[config.mk]
export PLATFORM = sky130hd
export DESIGN_NAME = c_pipe_stage_reg
export DESIGN_NICKNAME = d
export VERILOG_FILES = /design/src/rtl/c_pipe_pkg.sv /design/src/rtl/c_pipe_slot.sv /design/src/rtl/c_pipe_stage_reg.sv
export SDC_FILE = /design/constraint.sdc
export NUM_CORES = 1
export LEC_CHECK = 0
export BUFFER_PORTS_ARGS = -buffer_cell sky130_fd_sc_hd__buf_2
export CORE_AREA = 2 2 39 41
export DETAILED_ROUTE_END_ITERATION = 16
export DIE_AREA = 0 0 41 43
export PLACE_DENSITY = 0.71
export SLEW_MARGIN = 10
export SYNTH_ARGS = -nofsm -noshare
export SYNTH_HDL_FRONTEND = slang
export SYNTH_SLANG_ARGS = --single-unit
[constraint.sdc]
create_clock -name clk -period 3 [get_ports clk]
set_input_delay 0.45 -clock clk [delete_from_list [all_inputs] [get_ports clk]]
set_output_delay 0.45 -clock clk [all_outputs]
set_load 0.05 [all_outputs]
[src/rtl/c_pipe_pkg.sv]
// rtl/c_pipe_pkg.sv - control bundle types, NOP constants and helpers for pipeline stage registers
package c_pipe_pkg;

  typedef struct packed {
    logic       regwe_e;
    logic       regwe_w;
    logic       opb_src;
    logic       mem_write;
    logic       branch;
    logic       jump;
    logic [1:0] ex_path;
    logic [2:0] alu_func;
  } id_ex_ctrl_t;

  localparam id_ex_ctrl_t ID_EX_CTRL_NOP = '{
    regwe_e:   1'b0,
    regwe_w:   1'b0,
    opb_src:   1'b1,
    mem_write: 1'b0,
    branch:    1'b0,
    jump:      1'b0,
    ex_path:   2'b00,
    alu_func:  3'b000
  };

  typedef struct packed {
    logic regwe_w;
    logic mem_write;
    logic mem_read;
  } ex_mem_ctrl_t;

  localparam ex_mem_ctrl_t EX_MEM_CTRL_NOP = '{regwe_w: 1'b0, mem_write: 1'b0, mem_read: 1'b0};

  function automatic logic [1:0] occ_count(input logic a, input logic b);
    return {1'b0, a} + {1'b0, b};
  endfunction

endpackage

[src/rtl/c_pipe_slot.sv]
// rtl/c_pipe_slot.sv - one valid+payload entry with load, drop, flush clear and async reset to NOP_VAL
module c_pipe_slot
  import c_pipe_pkg::*;
#(
  parameter int               WIDTH   = 8,
  parameter logic [WIDTH-1:0] NOP_VAL = '0
) (
  input  logic             clk,
  input  logic             reset,
  input  logic             clear,
  input  logic             load,
  input  logic             drop,
  input  logic [WIDTH-1:0] d,
  output logic             v,
  output logic [WIDTH-1:0] q
);

  // Payload only changes on load or clear, so a held beat is stable through stalls.
  always_ff @(posedge clk or posedge reset) begin
    if (reset) begin
      v <= 1'b0;
      q <= NOP_VAL;
    end else if (clear) begin
      v <= 1'b0;
      q <= NOP_VAL;
    end else if (load) begin
      v <= 1'b1;
      q <= d;
    end else if (drop) begin
      v <= 1'b0;
    end
  end

endmodule

[src/rtl/c_pipe_stage_reg.sv]
// rtl/c_pipe_stage_reg.sv - valid/ready pipeline boundary register with flush to NOP_VAL
// rtl/c_pipe_stage_reg.sv - optional skid entry (registered ready_o) under C_PIPE_SKID_EN
module c_pipe_stage_reg
  import c_pipe_pkg::*;
#(
  parameter int               WIDTH   = 8,
  parameter logic [WIDTH-1:0] NOP_VAL = '0
) (
  input  logic             clk,
  input  logic             reset,
  input  logic             flush_i,
  input  logic             valid_i,
  output logic             ready_o,
  input  logic [WIDTH-1:0] data_i,
  output logic             valid_o,
  input  logic             ready_i,
  output logic [WIDTH-1:0] data_o,
  output logic [1:0]       occ_o
);

  logic             main_v;
  logic [WIDTH-1:0] main_d;
  logic             main_load;
  logic             main_drop;
  logic [WIDTH-1:0] main_src;
  logic             xfer_in;
  logic             xfer_out;

  assign xfer_in  = valid_i && ready_o;
  assign xfer_out = main_v && ready_i;

`ifdef C_PIPE_SKID_EN
  logic             skid_v;
  logic [WIDTH-1:0] skid_d;
  logic             skid_load;
  logic             skid_drop;

  assign ready_o = !skid_v;

  // Skid always refills main ahead of new input so beat order is preserved.
  assign main_load = (skid_v && xfer_out) ||
                     (xfer_in && !skid_v && (!main_v || xfer_out));
  assign main_src  = skid_v ? skid_d : data_i;
  assign skid_load = xfer_in && ((main_v && !xfer_out) || (skid_v && xfer_out));
  assign skid_drop = skid_v && xfer_out && !xfer_in;

  c_pipe_slot #(
    .WIDTH   (WIDTH),
    .NOP_VAL (NOP_VAL)
  ) u_skid (
    .clk   (clk),
    .reset (reset),
    .clear (flush_i),
    .load  (skid_load),
    .drop  (skid_drop),
    .d     (data_i),
    .v     (skid_v),
    .q     (skid_d)
  );

  assign occ_o = occ_count(main_v, skid_v);
`else
  assign ready_o   = !main_v || ready_i;
  assign main_load = xfer_in;
  assign main_src  = data_i;
  assign occ_o     = occ_count(main_v, 1'b0);
`endif

  assign main_drop = xfer_out && !main_load;

  c_pipe_slot #(
    .WIDTH   (WIDTH),
    .NOP_VAL (NOP_VAL)
  ) u_main (
    .clk   (clk),
    .reset (reset),
    .clear (flush_i),
    .load  (main_load),
    .drop  (main_drop),
    .d     (main_src),
    .v     (main_v),
    .q     (main_d)
  );

  assign valid_o = main_v;
  assign data_o  = main_v ? main_d : NOP_VAL;

endmodule

==> parameters.txt, run 1 <==
Parameter                              Value

Clocking
  Clock network latency to the later pin of the worst-skew pair ... ~270 ps
  CTS Buffer Depth ... 2
  CTS Buf Count ... 3
  CTS H-tree lvls ... 1
  Post_cts resized ... 0
  Hold_buf cts ... 0
  Clock tree from TritonCTS ... yes
  Post-CTS repair timing setup buffer count ... 0
  Register clock-pin slew on the reported worst setup and hold paths ... ~60 ps
  Count of clock tree sinks ... 9
  Root buffer cell ... clkbuf_4

Die
  Initial core utilization ... 0.393
  Placeable core region ... between 1000 and 1500 um^2
  Boundary pin count ... 25
  Floorplan die height ... 43 um
  Die width ... 41 um
  Die Outline Area ... 1760 um^2
  Row count ... 14

Global route
  Grt total ovfl ... 0
  Global-route wire length before repair ... 1.62 mm
  Vias in the first global route ... just under 400
  Number of antenna violations at the first check in global routing ... 0
  Global-route usage over all layers ... 0.140
  Largest net degree at the start of global routing ... 19

Place
  Dpl hpwl ... 691 um
  Number of I/O port buffers ... 23
  Final GP Congestion ... 0.624
  Placed cell areas ... approximately 640 um^2
  Placed cell count ... 86

Power and ir drop
  Static power due to leakage ... 0.341 nW
  Internal power component ... 201 uW
  Proportion of total power due to net switching ... 0.316
  Sum of internal, switching and leakage power ... just under 300 uW
  Sequential power share ... 0.450
  Areal power density over the cells ... 444 nW/um^2
  Switching power ... ~93 uW
  Share of total power in combinational logic ... 0.217
  Max IR drop VDD ... 0.000187 V
  Proportion of power drawn by the clock network ... 0.333

Routing
  Total number of vias ... 436
  Number of vias per cell ... 4.84
  First-iteration detailed-routing DRC count ... 1
  Drt pass-1 iters ... 4
  Drt wl/cell ... 11.7 um
  Total Routed Length ... 1.06 mm
  Remaining design rule violation count ... 0
  Number of nets with antenna violations after routing ... 0

Logic synthesis
  Portion of synthesized cell area occupied by the leading cell type ... 0.414
  Number of distinct library cell variants in the gate-level netlist after synthesis ... 14
  Post-synthesis instance area ... between 500 and 600 um^2
  Syn_nets ... 66
  Yosys top cell by area ... dfrtp_1
  Post-Synthesis Mean Instance Area ... 10.3 um^2
  Synth top area cells ... dfrtp_1, a21bo_1, a21oi_2, nand3_1, and2_2
  Syn. warnings ... 0
  Post-synthesis sequential element count ... 9
  Share of the yosys chip area belonging to registers ... 0.414
  Instance count of the mapped netlist ... between 50 and 60

Layout
  Synth-to-Final Area Change ... 21.6%
  Fin nets ... 88
  Fraction of layout cells with a size suffix above 1 ... 0.527
  Cell Count, Final, Fillers Out ... 90
  Area of all placed cells without fillers ... approximately 660 um^2
  Filler cell count in the final layout ... 142
  Count of inserted antenna diode cells ... 0

STA
  Fmax achieved ... 547 MHz
  Post-route fraction of the period consumed by the critical path ... 0.609
  Sum Neg Setup Slack ... 0 ps
  Worst Clk Skew ... a little under 2 ps
  Min Tclk post-route ... between 1500 and 2000 ps
  Unrepaired setup endpoints after global routing ... false
  Fin. Hold Viols ... 0
  Final setup vio count ... 0
  Max Transition Viols Final ... 0

Worst setup path
  CP cell instances ... nand2b_1 > buf_4 > buf_2
  Sort of element at the start of the critical path ... flop
  Register-to-Register Setup Slack ... 1800 ps
  Critical Path RT ... ~2600 ps
  Classification of the worst setup path ... flop to output port
  Instance count on the critical path ... 3
  CP Data Arrival Time ... ~1400 ps
  Delay of the slowest cell on the worst path ... 470 ps
  Total buffers and inverters traversed by the critical path ... 2
  Endpoint kind of the worst setup timing path ... output port
  Worst Reg-to-Reg Cells ... 4
  Cell type group with the largest total delay on the critical path ... buffers and inverters
  Crit Path Max Fanout ... 18
  Slowest stage cell on the critical path ... dfrtp_1

Flow run
  Number of maximum-capacitance constraint violations ... 0

Min path
  Classification of the worst-slack hold path ... input port to asynchronous set/reset pin

Status
  Result of the run ... completed
==> power groups by stage <==
stage	logic [mW]	clock network [mW]	registers [mW]
floorplan	0.0503	0	0.136
global placement	0.0631	0	0.134
detailed placement	0.0637	0	0.135
CTS	0.0641	0.0994	0.132
global route	0.0690	0.105	0.133
finish	0.0637	0.0978	0.132
==> path summary, 6_finish.rpt <==
kind | startpoint | end
max in group asynchronous | reset | u_main.q[5]
min | reset | u_main.q[0]
min reg2reg | u_main.q[0] | u_main.q[0]
min in group clk | data_i[3] | u_main.q[3]
max | u_main.v | ready_o
max reg2reg | u_main.v | u_main.q[2]
==> layer usage <==
layer / part of all wire / vias to the layer above / global-route usage
li1: - / 216 / -
met1: 0.48 / 193 / 0.195
met2: 0.41 / 22 / 0.181
met3: 0.069 / 5 / 0.0157
met4: 0.036 / 0 / 0.120
met5: 0 / - / 0
==> final cells by class <==
class | instances | area (um^2) | share of cell area
Clock buffer | 4 | 26.3 | 0.0397
Timing Repair Buffer | 24 | 123 | 0.185
Sequential cell | 9 | 225 | 0.340
Multi-Input combinational cell | 35 | 260 | 0.393
Inverter | 2 | 7.51 | 0.0113
Tap cell | 16 | 20.0 | 0.0302
==> cell usage after synthesis <==
cell type	number
a21oi_2	8
nand3_1	8
buf_4	2
a21oi_1	1
dfrtp_1	9
nand2b_1	1
buf_6	2
inv_1	2
and2_1	4
buf_2	2
conb_1	1
and2_2	4
clkbuf_1	1
a21bo_1	8
==> worst register-to-register path: cells and delay by family, from the launching register on <==
kind / cells / cell delay (ps)
buffers and inverters: 1 / 200
and+or+nand+nor: 1 / 90
AOI/OAI and AO/OA: 2 / 350
DFF: 1 / 490
==> cells by family after synthesis <==
logic type / count (synthesis) / share of synthesized area
AO/OA/AOI/OAI: 17 / 0.285
buffers and inverters: 9 / 0.108
flip-flops: 9 / 0.414
other: 1 / 0.00689
AND/OR/NAND/NOR: 17 / 0.186
==> sequential cells by signal, summed over array words and instances (netlist names) <==
name      count
u_main.q      8
u_main.v      1
==> metrics by stage <==
stage | util | setup WS (ps) | hold WS [ps]
global placement | 0.459 | 1430 | 421
floorplan | - | 1340 | 278
finish | 0.478 | 1170 | 137
global route | 0.478 | 1090 | 160
detailed placement | 0.459 | 1430 | 431
CTS | 0.478 | 1160 | 146
==> cells in the final DEF, fill, tap and decap left out, drive strengths merged <==
master | synthesis | layout
buf | 6 | 24
conb | 1 | 1
nand3 | 8 | 8
and2 | 8 | 8
clkbuf | 1 | 4
a21oi | 9 | 9
inv | 2 | 2
nand2b | 1 | 1
a21bo | 8 | 8
dfrtp | 9 | 9
(Power assumes the default switching activity.)
==> run 2, diff against run 1 <==
==> constraint.sdc (replaced) <==
create_clock -name clk -period 1.9 [get_ports clk]
set_input_delay 0.285 -clock clk [delete_from_list [all_inputs] [get_ports clk]]
set_output_delay 0.285 -clock clk [all_outputs]
set_load 0.05 [all_outputs]
==> run 2 against run 1 <==
Cell count rose by 1.1%. Critical path depth fell by 1. Utilization rose by 0.72 points. Clock power rose by 49%. Clock skew rose by 1.0 ps. Highest routed layer unchanged. Sequential power rose by 58%. Combinational power rose by 60%. Register-to-register slack got worse by 1300 ps.
==> parameters.txt, run 2 (synthesis results as in run 1) <==
Parameter                              Value

Routing
  Number of nets with antenna violations after routing ... 0
  Number of vias per cell ... 4.78
  Total number of vias ... 435
  Total Routed Length ... about 1.1 mm
  Drt pass-1 iters ... 3
  Remaining design rule violation count ... 0
  Drt wl/cell ... 11.6 um
  First-iteration detailed-routing DRC count ... 2

STA
  Min Tclk post-route ... around 1700 ps
  Fmax achieved ... 595 MHz
  Post-route fraction of the period consumed by the critical path ... 0.885
  Max Transition Viols Final ... 0
  Worst Clk Skew ... 3.00 ps
  Sum Neg Setup Slack ... 0 ps
  Fin. Hold Viols ... 0
  Worst path setup slack after routing ... between 200 and 250 ps
  Unrepaired setup endpoints after global routing ... false
  Final setup vio count ... 0

Clocking
  CTS Buf Count ... 3
  Register clock-pin slew on the reported worst setup and hold paths ... roughly 60 ps
  Clock network latency to the later pin of the worst-skew pair ... 260 ps
  Count of clock tree sinks ... 9
  Root buffer cell ... clkbuf_4
  Post-CTS repair timing setup buffer count ... 0
  CTS Buffer Depth ... 2
  Post_cts resized ... 0
  CTS H-tree lvls ... 1
  Hold_buf cts ... 1
  Clock tree from TritonCTS ... yes

Worst setup path
  Register-to-Register Setup Slack ... ~500 ps
  Worst reg2reg startpoint ... u_main.v
  CP cell instances ... nand2b_1 > buf_2
  Slowest stage cell on the critical path ... dfrtp_1
  Delay of the slowest cell on the worst path ... 460 ps
  Sort of element at the start of the critical path ... flop
  Crit Path Max Fanout ... 11
  Critical Path RT ... 1620 ps
  Worst Reg-to-Reg Cells ... 4
  CP Data Arrival Time ... 1400 ps
  Classification of the worst setup path ... flop to output port
  R2R Path End ... u_main.q[2]
  Endpoint kind of the worst setup timing path ... output port

Power and ir drop
  Areal power density over the cells ... 680 nW/um^2
  Static power due to leakage ... 0.345 nW
  Max IR drop VDD ... approximately 0.00033 V
  Sum of internal, switching and leakage power ... about 460 uW

Layout
  Number of flip-flops in the largest register ... 8
  Synth-to-Final Area Change ... 23.4%
  Most common cell after layout, fill and taps aside ... buf_2
  Cell Count, Final, Fillers Out ... 91
  Commonest cells after routing, fill and taps aside ... buf_2, dfrtp_1, nand3_1, a21bo_1, a21oi_2
  Fraction of layout cells with a size suffix above 1 ... 0.520
  Count of inserted antenna diode cells ... 0
  Fin nets ... 89
  Largest registers in the final layout ... u_main.q x8, u_main.v x1
  Register ranked first by flip-flop count ... u_main.q

Min path
  Source of the worst hold timing path ... data_i[2]
  Hold path endpoint ... u_main.q[2]
  Classification of the worst-slack hold path ... input port to flop
  Hold Path Cell Cnt ... 3

Flow run
  Number of maximum-capacitance constraint violations ... 0

Place
  Dpl hpwl ... 751 um
  Post-Place Setup Slack ... approximately 480 ps
  Placed cell count ... 86
  Final GP Congestion ... 0.687
  Number of I/O port buffers ... 23

Die
  Row count ... 14
  Die width ... roughly 40 um
  Placeable core region ... 1380 um^2
  Boundary pin count ... 25
  Initial core utilization ... 0.393
  Die Outline Area ... 1760 um^2
  Floorplan die height ... roughly 43 um

Global route
  Global-route wire length before repair ... about 1.7 mm
  Number of antenna violations at the first check in global routing ... 0
  Largest net degree at the start of global routing ... 18
  Grt total ovfl ... 0
  Global-route usage over all layers ... 0.146
  Vias in the first global route ... 400

Status
  Result of the run ... completed
-- run 2: layer usage --
layer	GRT usage	wire length, um	vias up
met2	0.213	494	19
met1	0.182	469	194
met3	0.0314	68	2
li1	-	-	220
met5	0	0	-
met4	0.100	23	0
-- run 2: layout make-up --
type | count | area [um^2]
well taps | 16 | 20.0
repair buffers | 25 | 133
flip-flops and latches | 9 | 225
inverters | 2 | 7.51
fillers | 139 | 712
multi-input cells | 35 | 260
clock buffers | 4 | 26.3
-- run 2: critical path: cells and delay by family, from the launching register on --
family                 cells  cell delay (ps)
DFF                        1              460
buffers and inverters      1              340
and+or+nand+nor            1              330
-- run 2: metrics by stage --
step / hold slack, ps / util / area [um^2]
after floorplan: 113 / - / 544
after global placement: 256 / 0.459 / 636
after detailed placement: 266 / 0.459 / 636
after CTS: 274 / 0.486 / 672
after global routing: 267 / 0.486 / 672
final: 277 / 0.486 / 672
-- run 2: worst max-delay path by stage --
stage / start / to / cells after the start
final: u_main.v / ready_o / 2
after global placement: u_main.v / ready_o / 2
after floorplan: u_main.v / data_o[4] / 1
after CTS: u_main.v / ready_o / 2
after global routing: u_main.v / ready_o / 2
after detailed placement: u_main.v / u_main.q[0] / 4
-- run 2: power by group --
part / switching, mW / internal, mW / leakage, nW
logic: 0.0668 / 0.0349 / 0.210
clock network: 0.0650 / 0.0808 / 0.0150
registers: 0.00706 / 0.202 / 0.120
total: 0.139 / 0.318 / 0.345
